**config.mk**
```make
export PLATFORM = sky130hd
export DESIGN_NAME = mtr_drv_ctrl_flat
export DESIGN_NICKNAME = d
export VERILOG_FILES = /design/src/rtl/mtr_drv_ctrl_if.sv /design/src/rtl/mtr_drv_ctrl.sv /design/src/flat_wrapper.sv
export SDC_FILE = /design/constraint.sdc
export NUM_CORES = 1
export LEC_CHECK = 0
export ABC_AREA = 1
export BUFFER_PORTS_ARGS = -buffer_cell sky130_fd_sc_hd__buf_2
export CAP_MARGIN = 5
export CORE_MARGIN = 2
export CORE_UTILIZATION = 60
export DETAILED_ROUTE_END_ITERATION = 12
export PLACE_DENSITY = 0.79
export SYNTH_ARGS = -nofsm -noshare
export SYNTH_HDL_FRONTEND = slang
export SYNTH_SLANG_ARGS = --single-unit
```
**constraint.sdc**
```tcl
create_clock -name clk -period 15.8 [get_ports clk]
set_input_delay 3.16 -clock clk [delete_from_list [all_inputs] [get_ports clk]]
set_output_delay 3.16 -clock clk [all_outputs]
set_load 0.01 [all_outputs]
```
**src/rtl/mtr_drv_ctrl_if.sv**
```systemverilog
// Control-side bus of the motor drive sequencer: speed request in, PWM11 drive word out.
interface mtr_drv_ctrl_if;
   localparam int unsigned REQ_W  = 12;
   localparam int unsigned DUTY_W = 11;

   logic              en;
   logic [REQ_W-1:0]  spd_req;
   logic              req_vld;
   logic [DUTY_W-1:0] duty;
   logic              dir;
   logic              coast;
   logic              at_spd;
   logic              prd_tick;

   // Speed/balance loop side
   modport master (
      output en, spd_req, req_vld,
      input  duty, dir, coast, at_spd, prd_tick
   );

   // Sequencer side
   modport slave (
      input  en, spd_req, req_vld,
      output duty, dir, coast, at_spd, prd_tick
   );
endinterface

```
**src/rtl/mtr_drv_ctrl.sv**
```systemverilog
// Motor drive sequencer: slews the PWM11 duty word once per PWM period and
// inserts a coast dead-time around every direction reversal.
module mtr_drv_ctrl #(
   parameter int unsigned PERIOD       = 2048,
   parameter int unsigned RAMP_STEP    = 32,
   parameter int unsigned DEAD_PERIODS = 2
) (
   input logic           clk,
   input logic           rst_n,
   mtr_drv_ctrl_if.slave bus
);
   localparam int unsigned CNT_W = 11;
   localparam int unsigned MAG_W = 11;
   localparam int unsigned ACC_W = 12;
   localparam int unsigned DC_W  = $clog2(DEAD_PERIODS + 1);

   localparam logic [CNT_W-1:0] CNT_LAST = CNT_W'(PERIOD - 1);
   localparam logic [ACC_W-1:0] STEP     = ACC_W'(RAMP_STEP);
   localparam logic [ACC_W-1:0] MAG_MAX  = ACC_W'(2047);
   localparam logic [DC_W-1:0]  DEAD_LD  = DC_W'(DEAD_PERIODS);

   typedef enum logic [1:0] {
      ST_IDLE = 2'd0,
      ST_RUN  = 2'd1,
      ST_DEAD = 2'd2
   } state_t;

   state_t           state_q, state_d;
   logic [CNT_W-1:0] cnt_q, cnt_d;
   logic             prd_tick_q, prd_tick_d;
   logic             tgt_dir_q, tgt_dir_d;
   logic [MAG_W-1:0] tgt_mag_q, tgt_mag_d;
   logic [DC_W-1:0]  dead_q, dead_d;
   logic [MAG_W-1:0] duty_q, duty_d;
   logic             dir_q, dir_d;
   logic             coast_q, coast_d;
   logic             at_spd_q, at_spd_d;

   logic [ACC_W-1:0] req_abs;
   logic [MAG_W-1:0] req_mag;
   logic [ACC_W-1:0] duty_ext, tgt_ext, diff, step, ramp_sum;
   logic [MAG_W-1:0] ramp_duty, dn_duty;

   // Period counter kept in lock-step with PWM11; tick marks the last clock of a period
   always_comb begin
      cnt_d      = (cnt_q == CNT_LAST) ? '0 : cnt_q + CNT_W'(1);
      prd_tick_d = (cnt_d == CNT_LAST);
   end

   // Target capture; the next-value is used by the ramp so a request on a tick takes effect at once
   always_comb begin
      req_abs   = bus.spd_req[ACC_W-1] ? (~bus.spd_req + ACC_W'(1)) : bus.spd_req;
      req_mag   = (req_abs > MAG_MAX) ? MAG_W'(MAG_MAX) : req_abs[MAG_W-1:0];
      tgt_dir_d = tgt_dir_q;
      tgt_mag_d = tgt_mag_q;
      if (bus.req_vld) begin
         tgt_dir_d = bus.spd_req[ACC_W-1];
         tgt_mag_d = req_mag;
      end
   end

   // Clamped one-step moves of the duty word, computed 12 bits wide so nothing wraps
   always_comb begin
      duty_ext = ACC_W'(duty_q);
      tgt_ext  = ACC_W'(tgt_mag_d);
      if (tgt_ext >= duty_ext) begin
         diff     = tgt_ext - duty_ext;
         step     = (diff < STEP) ? diff : STEP;
         ramp_sum = duty_ext + step;
      end else begin
         diff     = duty_ext - tgt_ext;
         step     = (diff < STEP) ? diff : STEP;
         ramp_sum = duty_ext - step;
      end
      ramp_duty = (ramp_sum > MAG_MAX) ? MAG_W'(MAG_MAX) : ramp_sum[MAG_W-1:0];
      dn_duty   = (duty_ext > STEP) ? MAG_W'(duty_ext - STEP) : '0;
   end

   // Sequencing: enable overrides immediately, everything else moves only on a period tick
   always_comb begin
      state_d = state_q;
      duty_d  = duty_q;
      dir_d   = dir_q;
      dead_d  = dead_q;
      if (!bus.en) begin
         state_d = ST_IDLE;
         duty_d  = '0;
      end else if (prd_tick_q) begin
         unique case (state_q)
            ST_IDLE: begin
               state_d = ST_RUN;
               dir_d   = tgt_dir_d;
               duty_d  = '0;
            end
            ST_RUN: begin
               if (tgt_dir_d == dir_q) begin
                  duty_d = ramp_duty;
               end else if (duty_q != '0) begin
                  duty_d = dn_duty;
               end else begin
                  state_d = ST_DEAD;
                  dead_d  = DEAD_LD;
               end
            end
            ST_DEAD: begin
               if (dead_q <= DC_W'(1)) begin
                  state_d = ST_RUN;
                  dir_d   = tgt_dir_d;
               end else begin
                  dead_d = dead_q - DC_W'(1);
               end
            end
            default: begin
               state_d = ST_IDLE;
               duty_d  = '0;
            end
         endcase
      end
      coast_d  = (state_d != ST_RUN);
      at_spd_d = (state_d == ST_RUN) && (duty_d == tgt_mag_d) && (dir_d == tgt_dir_d);
   end

   // State and output registers
   always_ff @(posedge clk or negedge rst_n) begin
      if (!rst_n) begin
         state_q    <= ST_IDLE;
         cnt_q      <= '0;
         prd_tick_q <= 1'b0;
         tgt_dir_q  <= 1'b0;
         tgt_mag_q  <= '0;
         dead_q     <= '0;
         duty_q     <= '0;
         dir_q      <= 1'b0;
         coast_q    <= 1'b1;
         at_spd_q   <= 1'b0;
      end else begin
         state_q    <= state_d;
         cnt_q      <= cnt_d;
         prd_tick_q <= prd_tick_d;
         tgt_dir_q  <= tgt_dir_d;
         tgt_mag_q  <= tgt_mag_d;
         dead_q     <= dead_d;
         duty_q     <= duty_d;
         dir_q      <= dir_d;
         coast_q    <= coast_d;
         at_spd_q   <= at_spd_d;
      end
   end

   assign bus.duty     = duty_q;
   assign bus.dir      = dir_q;
   assign bus.coast    = coast_q;
   assign bus.at_spd   = at_spd_q;
   assign bus.prd_tick = prd_tick_q;
endmodule

```
**src/flat_wrapper.sv**
```systemverilog
// flat-port wrapper written by rule: the top's interface ports become plain ports
module mtr_drv_ctrl_flat 
#(
   parameter int unsigned PERIOD       = 2048,
   parameter int unsigned RAMP_STEP    = 32,
   parameter int unsigned DEAD_PERIODS = 2
)
  (clk, rst_n, bus_en, bus_spd_req, bus_req_vld, bus_duty, bus_dir, bus_coast, bus_at_spd, bus_prd_tick);
  mtr_drv_ctrl_if bus_i ();
  input logic clk;
  input logic rst_n;
  input wire logic [$bits(bus_i.en)-1:0] bus_en;
  input wire logic [$bits(bus_i.spd_req)-1:0] bus_spd_req;
  input wire logic [$bits(bus_i.req_vld)-1:0] bus_req_vld;
  output wire logic [$bits(bus_i.duty)-1:0] bus_duty;
  output wire logic [$bits(bus_i.dir)-1:0] bus_dir;
  output wire logic [$bits(bus_i.coast)-1:0] bus_coast;
  output wire logic [$bits(bus_i.at_spd)-1:0] bus_at_spd;
  output wire logic [$bits(bus_i.prd_tick)-1:0] bus_prd_tick;
  assign bus_i.en = bus_en;
  assign bus_i.spd_req = bus_spd_req;
  assign bus_i.req_vld = bus_req_vld;
  assign bus_duty = bus_i.duty;
  assign bus_dir = bus_i.dir;
  assign bus_coast = bus_i.coast;
  assign bus_at_spd = bus_i.at_spd;
  assign bus_prd_tick = bus_i.prd_tick;
  mtr_drv_ctrl #(.PERIOD(PERIOD), .RAMP_STEP(RAMP_STEP), .DEAD_PERIODS(DEAD_PERIODS)) u_core (.clk(clk), .rst_n(rst_n), .bus(bus_i));
endmodule
```
==> flow_metrics.tcl <==
set metrics [dict create \
    status "finished, final reports clean" \
    fin_area_mm2 0.00523 \
    setup_viol 0 \
    grt_pass1_vias 4652 \
    holdCritPathClass "flop to flop" \
    area_growth_pct 5.93 \
    synthArstFlopShare_pct 100 \
    cpPeakStageDelay_ns 0.44 \
    setup_tns_ns 0 \
    final_util_pct 64.6 \
    relSlewSlack_pct 37.2 \
    period_minus_slack_ns 9.71 \
    fin_crit_sh_pct 61.4 \
    cts_post_setup_buffers_inserted 0 \
    cts_root_buffer "clkbuf_8" \
    cts.reportedPaths.clkPinSlew_ns 0.09 \
    cts_tree "built" \
    yosysMostFrequentCell "nand2_1" \
    cts_resized 0 \
    core_area_mm2 0.00809 \
    worstSetupStartpoint "bus_spd_req[0]" \
    grtUsageTotal_pct 29.8 \
    synth-compound-area-share_pct 12.2 \
    clock-sinks 42 \
    worstSkewPairLatency_ns 0.30 \
    die_w_um 94.7 \
    ys_warn_count 0 \
    timing_hold_violations_final 0 \
    numCtsBuffers 5 \
    worstMarginPinSlew_ns 0.942 \
    grt_overflow_total 0 \
    vias_per_cell 5.47 \
    crit_path_end_kind "flop" \
    start_util_pct 61.0 \
    wl_per_cell_um 14.4 \
    drtIter0Drc 259 \
    totalWireLength_um 12900 \
    slowest_stage "a221oi_1" \
    dr.pass1.iters 7 \
    power_density_mw_per_mm2 52.4 \
    power_uw 274 \
    antenna_found_initial 0 \
    antenna_cells 0 \
    dp_hpwl_um 10300 \
    worstPathArrival_ns 9.96 \
    avgSynthCellArea_um2 6.44 \
    synth_ff_type "dfrtp_1" \
    start_kind "input pin" \
    synth_top_cell_area_share_pct 20.8 \
    ant_nets 0 \
    ios 31 \
    maxCapViolations 0 \
    drive_gt1_share_pct 13.0 \
    worstPathRequired_ns 16.05 \
    rsz0062_at_grt "false" \
    clockBufferDepth 2 \
    grt_pass1_wl_um 21100 \
    synthTopCellsByArea "dfrtp_1 21%, nand2_1 15%, inv_1 10%" \
    netlist-cell-type-count 54 \
    syn-num-nets 823 \
    yosys.area_share.simple_pct 37.6 \
    ctsHoldBuffers 0 \
    via_count 4900 \
    drc 0 \
    p_leak_uw 0.00295 \
    synth_top_family_by_area "simple AND/OR/NAND/NOR gates" \
    path_common_cell "nand2_1" \
    reg2reg_from "u_core.tgt_mag_q[2]" \
    place.gp.congestion 0.984 \
    peakVddDrop_mv 0.0475 \
    ys_ff_latch 42 \
    synth_edf_count 0 \
    die-height_um 94.7 \
    layout.nets 847 \
    cts_max_level 2 \
    yosysTopAreaCell "dfrtp_1" \
    ys_seq_area_share_pct 21.3 \
    min_from "u_core.dead_q[0]" \
    cp_max_fo 11 \
    synth-xor-area-share_pct 5.50 \
    grt_max_degree 43 \
    ys_top_cells_by_count "198 x nand2_1, 136 x inv_1, 60 x nor2_1, 56 x nand3_1, 48 x a21oi_1" \
    muxShareOfSynthArea_pct 0 \
    max_freq_mhz 103 \
    criticalPathCategory "input pin to flop" \
    slew_violations 0 \
    synth_fa_ha_area_share_pct 10.7 \
    numPortBuffers 30 \
    die_area_mm2 0.00897 \
    synthCells 766 \
    rows 33 \
    synthesis.area_mm2 0.00493 \
    placed_area_mm2 0.00513 \
    finClkSkew_ns 0.00712 \
]
==> stage by stage <==
| stage | std cells | worst slack, ns | hold slack (ns) |
|---|---|---|---|
| 6_report | 896 | 6.09 | 0.507 |
| 5_1_grt | 896 | 5.50 | 0.538 |
| 4_1_cts | 896 | 6.23 | 0.515 |
| 3_5_place_dp | 888 | 5.94 | 0.500 |
| 3_3_place_gp | 888 | 6.06 | 0.483 |
| 2_1_floorplan | 766 | 7.22 | 0.464 |
==> registers in the layout (all words and copies together) (netlist names) <==
signal               count
u_core.bus.duty         11
u_core.bus.prd_tick      1
u_core.bus.dir           1
u_core.bus.at_spd        1
u_core.dead_q            2
u_core.tgt_dir_q         1
u_core.state_q           2
u_core.tgt_mag_q        11
u_core.bus.coast         1
u_core.cnt_q            11
==> worst max-delay path: cells and delay by family <==
| kind | cells | cell delay, ns |
|---|---|---|
| xor+xnor | 2 | 0.34 |
| buf+inv | 5 | 0.38 |
| compound gates | 13 | 2.34 |
| simple gates | 23 | 2.83 |
| fa+ha+maj | 3 | 0.89 |
==> final cells by class <==
cell class,count,area [um2]
fillers,781,2870
multi-input cells,567,3260
repair buffers,31,158
inverters,143,537
flip-flops and latches,42,1050
clock inverters,3,25.0
clock buffers,5,68.8
well taps,105,131
==> kinds of logic (layout without fill, tap and decap cells) <==
group / count (synthesis) / in the layout
and+or+nand+nor: 395 / 395
AOI/OAI and AO/OA: 100 / 100
xor gates and xnor gates: 31 / 31
DFF: 42 / 42
buffers and inverters: 157 / 182
adders and majority gates: 41 / 41
==> report_power, final <==
group          leakage [uW]  internal (uW)  switching, uW
clock network     0.0000447           31.9           41.3
logic               0.00237           29.3           59.9
registers          0.000530            111          0.872
==> layout by cell type, fill, tap and decap left out, types with 3 or more instances in the layout <==
cell | netlist | final
inv_1 | 136 | 136
nor2_2 | 6 | 6
nand2_1 | 198 | 198
nand2_2 | 19 | 19
nand3_1 | 56 | 56
nor4_1 | 3 | 3
o21ai_0 | 17 | 17
nor2_4 | 3 | 3
nor2_1 | 60 | 60
a21oi_1 | 48 | 48
or2_2 | 8 | 8
nand3_2 | 12 | 12
inv_2 | 5 | 5
nor3_1 | 7 | 7
xnor2_1 | 5 | 5
clkbuf_8 | 0 | 5
nand4_1 | 13 | 13
o21a_1 | 6 | 6
dfrtp_1 | 41 | 41
a31oi_1 | 3 | 3
xor2_1 | 26 | 26
buf_2 | 3 | 30
ha_1 | 39 | 39
nand2_4 | 6 | 6
==> metal layers <==
metal / vias to the layer above / global-route usage [%] / share of wire (%)
met2: 154 / 50.9 / 48
met5: - / 0 / 0
met4: 0 / 10.5 / 2.7
met1: 2233 / 38.8 / 44
li1: 2480 / - / -
met3: 33 / 3.67 / 5.0
==> path summary, 6_finish.rpt <==
kind	slack, ns	end	cells past startpoint
min reg2reg	0.51	u_core.dead_q[0]	1
max in group asynchronous	12.22	u_core.cnt_q[10]	1
min in group asynchronous	3.00	u_core.bus.duty[9]	1
max	6.09	u_core.bus.at_spd	46
max reg2reg	9.12	u_core.bus.at_spd	40
min	0.51	u_core.dead_q[0]	1
(Power assumes the default switching activity.)
